===== config.mk =====
export PLATFORM = sky130hd
export DESIGN_NAME = readout_frame_serializer
export DESIGN_NICKNAME = d
export VERILOG_FILES = /design/src/rtl/readout_frame_serializer.sv
export SDC_FILE = /design/constraint.sdc
export NUM_CORES = 1
export LEC_CHECK = 0
export ABC_AREA = 1
export BUFFER_PORTS_ARGS = -buffer_cell sky130_fd_sc_hd__buf_4
export CELL_PAD_IN_SITES_DETAIL_PLACEMENT = 1
export CELL_PAD_IN_SITES_GLOBAL_PLACEMENT = 1
export CORE_MARGIN = 1
export CORE_UTILIZATION = 41
export DETAILED_ROUTE_END_ITERATION = 6
export HOLD_SLACK_MARGIN = 0.05
export PLACE_DENSITY = 0.89
export SLEW_MARGIN = 10
export SYNTH_ARGS = -nofsm -noshare
export SYNTH_HDL_FRONTEND = slang
export SYNTH_SLANG_ARGS = --single-unit

===== constraint.sdc =====
create_clock -name clk -period 2.7 [get_ports clk]
set_input_delay 0.405 -clock clk [delete_from_list [all_inputs] [get_ports clk]]
set_output_delay 0.405 -clock clk [all_outputs]
set_load 0.05 [all_outputs]

===== src/rtl/readout_frame_serializer.sv =====
// Snapshots CHANNELS samples on trigger and streams header, samples, XOR checksum.
// Latency: first word valid 1 cycle after trig; full rate 1 word/cycle; backpressure holds the word under valid/ready.
// Triggers that arrive while a frame is in flight are counted in a saturating drop counter.
module readout_frame_serializer #(
    parameter int                CHANNELS = 4,
    parameter int                DATA_W   = 8,
    parameter logic [DATA_W-1:0] HEADER   = 8'hA5,
    parameter int                DROP_W   = 8
) (
    input  logic                         clk,
    input  logic                         rst_n,
    input  logic                         ena,
    input  logic                         trig,
    input  logic [CHANNELS*DATA_W-1:0]   ch_data,
    output logic [DATA_W-1:0]            out_data,
    output logic                         out_valid,
    input  logic                         out_ready,
    output logic                         out_last,
    output logic                         busy,
    output logic [DROP_W-1:0]            drop_cnt
);
    localparam int IDX_W = (CHANNELS > 1) ? $clog2(CHANNELS) : 1;

    typedef enum logic [1:0] {IDLE, HEADER_S, DATA_S, CHECK_S} state_t;

    state_t                        state;
    logic [CHANNELS*DATA_W-1:0]    snap;
    logic [IDX_W-1:0]              idx;
    logic [DATA_W-1:0]             chk;
    logic                          accept;

    assign accept = out_valid && out_ready;

    always_comb begin
        chk = '0;
        for (int k = 0; k < CHANNELS; k++) begin
            chk = chk ^ snap[k*DATA_W +: DATA_W];
        end
    end

    always_ff @(posedge clk) begin
        if (!rst_n) begin
            state     <= IDLE;
            snap      <= '0;
            idx       <= '0;
            out_data  <= '0;
            out_valid <= 1'b0;
            out_last  <= 1'b0;
            busy      <= 1'b0;
            drop_cnt  <= '0;
        end else begin
            // Every cycle with trig high outside IDLE is a rejected trigger.
            if (trig && state != IDLE && drop_cnt != {DROP_W{1'b1}}) begin
                drop_cnt <= drop_cnt + 1'b1;
            end
            case (state)
                IDLE: begin
                    if (trig && ena) begin
                        snap      <= ch_data;
                        state     <= HEADER_S;
                        out_data  <= HEADER;
                        out_valid <= 1'b1;
                        out_last  <= 1'b0;
                        busy      <= 1'b1;
                    end
                end
                HEADER_S: begin
                    if (accept) begin
                        state    <= DATA_S;
                        idx      <= '0;
                        out_data <= snap[0 +: DATA_W];
                    end
                end
                DATA_S: begin
                    if (accept) begin
                        if (idx == IDX_W'(CHANNELS - 1)) begin
                            state    <= CHECK_S;
                            out_data <= chk;
                            out_last <= 1'b1;
                        end else begin
                            idx      <= idx + 1'b1;
                            out_data <= snap[(int'(idx) + 1)*DATA_W +: DATA_W];
                        end
                    end
                end
                CHECK_S: begin
                    if (accept) begin
                        state     <= IDLE;
                        idx       <= '0;
                        out_data  <= '0;
                        out_valid <= 1'b0;
                        out_last  <= 1'b0;
                        busy      <= 1'b0;
                    end
                end
                default: state <= IDLE;
            endcase
        end
    end
endmodule

# After elaboration in Yosys (flattened, before gate mapping)
# Cells that the tools add are included.
[classes] n_bitwise=3 n_reduce_logical=16 n_addsub=3 n_mux=22 n_eq_ne=12 n_shift=1
[ops] cell="8-bit 2-to-1 mux" count=5
[ops] cell="8-bit case mux with 4 select lines" count=1
[ops] cell="32-bit by 7-bit variable part select with 8-bit output" count=1
[ops] cell="8-bit bitwise XOR" count=3
[ops] cell="2-bit 2-to-1 mux" count=7
[ops] cell="2-bit inequality test, second input constant" count=6
[ops] cell="5-bit AND reduction" count=2
[ops] cell="8-bit by 1-bit adder with 8-bit output, second input constant" count=1
[ops] cell="8-bit inequality test, second input constant" count=1
[ops] cell="2-bit case mux with 4 select lines" count=1
[ops] cell="4-bit AND reduction" count=2
[ops] cell="2-bit equality test, second input constant" count=3
[ops] cell="2-bit nonzero test" count=3
[ops] cell="1-bit 2-to-1 mux" count=5
[ops] cell="1-bit logical AND" count=4
[ops] cell="2-bit case mux with 2 select lines" count=1
[ops] cell="2-bit by 1-bit adder with 3-bit output, second input constant" count=1
[ops] cell="1-bit case mux with 3 select lines" count=1
[ops] cell="3-bit AND reduction" count=1
[ops] cell="3-bit nonzero test" count=1
[ops] cell="2-bit by 1-bit adder with 2-bit output, second input constant" count=1
[ops] cell="2-bit by 1-bit equality test with 1-bit output, second input constant" count=1
[ops] cell="2-bit logical NOT" count=1
[ops] cell="2-bit by 1-bit inequality test with 1-bit output, second input constant" count=1
[ops] cell="3 further kinds" count=3
[word_totals] inputBits=37 out_inout_bits=19 word_cells=64 regBits=54

# Depth between registers and ports, before layout
[depth] word_depth=6 depth_mapped=11

# Worst setup path after synthesis
# OpenSTA, ideal clock, no wires.
[synth_path] path_type="flip-flop to flip-flop" from="register drop_cnt[0]" to="register drop_cnt[0]" stages_incl_launch_ff=9 t_arrival_ps=1565 slack_ps=988 cell_sequence="dfxtp_1 > ha_1 > nand3_1 > nor2_1 > nand2_1 > nand2_1 > inv_1 > o21ai_0 > a21oi_1"
[synth_via] elab_chain_cells=2 word_cells_on_any_way=3 classes_between="1 x add/sub; 1 x eq/ne; 1 x reduce/logical"
[synth_lines] element="start, declared" line_no="20" rtl="output logic [DROP_W-1:0] drop_cnt"
[synth_lines] element="start signal, assigned" line_no="54" rtl="drop_cnt <= drop_cnt + 1'b1;"
[synth_lines] element="branches (longest 2 deep; another with 8-bit by 1-bit adder with 8-bit output)"
# Parallel ways; which one is timed is not known.
# A chain may end at the register's enable or synchronous reset.

# Worst setup path after layout
[layout_path] from="register state[0]" to="register snap[22]"
[layout_via] elab_chain_cells=2
[layout_lines] element="start, declared" line_no="26" rtl="state_t state;"
[layout_lines] element="start signal, assigned" line_no="43" rtl="state <= IDLE;"
[layout_lines] element="start signal, assigned" line_no="60" rtl="state <= HEADER_S;"
[layout_lines] element="start signal, assigned" line_no="69" rtl="state <= DATA_S;"
[layout_lines] element="2-bit logical NOT" line_no="56" rtl="case (state)"
[layout_lines] element="2-bit AND reduction (no line)"
[layout_lines] element="end signal, assigned" line_no="59" rtl="snap <= ch_data;"
[layout_lines] element="end, declared" line_no="27" rtl="logic [CHANNELS*DATA_W-1:0] snap;"
# Every way passes these cells.

==> results_dict.tcl <==
set metrics [dict create \
    crit_top_cell "inv_2" \
    worst_path_cell_chain "inv_1, ha_1, inv_2, nor3_4, inv_2, o21ai_0, a21oi_1" \
    detail_route.drc_violations 0 \
    num-fill-cells 913 \
    syn_avg_cell_area_um2 6.49 \
    syn-cell-area_um2 2860 \
    finalNetCount 532 \
    fin_worst_skew_ps 7.70 \
    ctsHtreeMaxLevel 2 \
    hold_path.class "in2reg" \
    synth.net_count 485 \
    layout-area-overhead-vs-synth_pct 18.4 \
    antenna_violating_nets_post_route 0 \
    edff_count_synth 0 \
    clock_insertion_delay_worst_skew_ps 310 \
    clk_tree_root_cell "clkbuf_8" \
    antenna_cells_inserted 0 \
    yosys_most_used_dff "dfxtp_1" \
    tritoncts "built" \
    postPlaceCellArea_um2 3280 \
    finalInstanceArea_um2 3390 \
    finalCritPeriodShare 0.802 \
    final_cells 568 \
    clk_transition_reported_paths_ps 100 \
    placed_cells 561 \
    yosys.area.top_type "dfxtp_1" \
    post_cts_resize_count 0 \
    detail_route.first_pass.iterations 4 \
    totalNegativeSetupSlack_ps 0 \
    crit_path_max_fanout 56 \
    dr.first_iter.drc_count 77 \
    layout_min_cycle_time_ps 2170 \
    coreArea_um2 6760 \
    worst_ir_drop_vdd_mv 0.263 \
    hpwl_um 5750 \
    setup-violations-final 0 \
    path_buf_inv 3 \
    port_buffers 55 \
    timing_worst_setup_path_type "reg2reg" \
    synthTopCellsByArea "dfxtp_1, nand2_1, a21oi_1" \
    route.detailed.wl_per_inst_um 13.6 \
    cts-root-to-sink-buffers 2 \
    vias_per_cell 5.06 \
    numCtsBuffers 5 \
    setup_repair_after_global_routing_missed_its_margin "no" \
    fmax_mhz 462 \
    drv.max_cap_violation_count 0 \
    start_util 0.424 \
    ys_seq_elements 54 \
    grt_pass1_wl_um 13200 \
    final_hold_viol_count 0 \
    cts_setup_buffers 0 \
    ys.warnings.count 0 \
    drive_above_1_share 0.139 \
    layout_commonest_cell "nand2_1" \
    part_of_the_yosys_area_used_for_sequential_elements 0.378 \
    worst_path_largest_cell_delay_ps 400 \
    worst_ep_arrival_time_ps 2330 \
    placement_rows 30 \
    place.gp.congestion 0.824 \
    initial_antenna_violation_count 0 \
    slew_viol_final 0 \
    power_per_cell_area_nw_per_um2 775 \
    worstSetupStartpointType "flip-flop" \
    floorplan.die_area_um2 7320 \
    globalRouteTotalUtil 0.224 \
    grt_overflow 0 \
    worst_pin_slew_ps 846 \
    grt_start_max_net_pins 57 \
    mostFrequentLayoutCells "nand2_1, inv_1, buf_4" \
    netlist.area_leader.share 0.378 \
    slew_headroom 0.436 \
    rrSetupSlack_ps 530 \
    fp.dieW_um 85.6 \
    die_height_um 85.6 \
    synth_cell_type_count 23 \
    aggregate_routed_wire_length_um 7700 \
    post_synth_inst_count 441 \
    critical_path.top_delay_family "buffers and inverters" \
    run_status "completed" \
    timing.critical_path.required_ps 2860 \
    async_reset_ff_frac 0 \
    leakagePower_nw 1.62 \
    detailroute.via_count 2873 \
    ios 56 \
    cpMaxStageDelayCell "inv_2" \
    cts_hold_buf 0 \
    cts.sinks 54 \
    endpoint_kind "flip-flop" \
    grt_pass1_vias 2879 \
]
sequential cells by signal (all words and copies together), names as in the netlist:
register,cells
busy,1
drop_cnt,8
idx,2
out_data,8
out_last,1
snap,32
state,2
per-stage QoR:
stage	power [mW]	worst slack, ps	hold slack [ps]	util
after global placement	2.03	749	448	0.485
after detailed placement	2.08	602	459	0.485
after global routing	2.82	263	324	0.501
after floorplan	1.80	988	456	-
final	2.63	534	318	0.501
after CTS	2.65	516	313	0.501
cells by family (layout without fill, tap and decap cells):
| group | after synthesis | after routing | share of synthesized area |
|---|---|---|---|
| AOI/OAI and AO/OA | 98 | 98 | 0.173 |
| buffers and inverters | 82 | 129 | 0.125 |
| xor gates and xnor gates | 8 | 8 | 0.0245 |
| adders and majority gates | 7 | 7 | 0.0306 |
| and+or+nand+nor | 192 | 192 | 0.269 |
| DFF | 54 | 54 | 0.378 |
cell usage after synthesis (2+ instances only):
cell type    n
nand2_1    121
inv_1       61
dfxtp_1     54
a21oi_1     49
nor2_1      42
o21ai_0     37
nand3_1     25
o21ai_1     10
ha_1         7
clkbuf_1     6
buf_6        5
xnor2_1      4
xor2_1       4
buf_4        3
inv_2        3
buf_2        2
nor3_1       2
worst register-to-register path, cell delays in order, from the launching register on:
cell and delay, ps:
dfxtp_1 360, inv_1 140, ha_1 240, inv_2 70, nor3_4 360, inv_2 400
o21ai_0 380, a21oi_1 70
path summary, 6_finish.rpt:
| check | start | end | cells after the start |
|---|---|---|---|
| max | state[0]$_SDFFE_PN0P_ | snap[22]$_SDFFE_PN0P_ | 7 |
| min | ch_data[0] | snap[0]$_SDFFE_PN0P_ | 3 |
| max reg2reg | state[0]$_SDFFE_PN0P_ | snap[22]$_SDFFE_PN0P_ | 7 |
| min reg2reg | out_last$_SDFFE_PN0P_ | out_last$_SDFFE_PN0P_ | 2 |
layout make-up:
class / count / area, µm² / area share
Clock buffer: 6 / 82.6 / 0.0244
Sequential cell: 54 / 1080 / 0.319
Inverter: 65 / 244 / 0.0720
Multi-Input combinational cell: 305 / 1420 / 0.420
Clock inverter: 1 / 30.0 / 0.00886
Tap cell: 80 / 100 / 0.0295
Timing Repair Buffer: 57 / 428 / 0.126
power breakdown:
group	total, mW	switching [mW]	internal, mW
Sequential	1.03	0.103	0.930
Combinational	1.04	0.712	0.324
Clock	0.558	0.261	0.297
Total	2.63	1.08	1.55
per-layer routing:
layer	GRT usage	part of all wire	vias up
met5	0	0	-
met4	0.0773	0.019	0
met3	0.0279	0.026	13
met2	0.390	0.48	49
met1	0.288	0.47	1341
li1	-	-	1470
(Power assumes the default switching activity.)
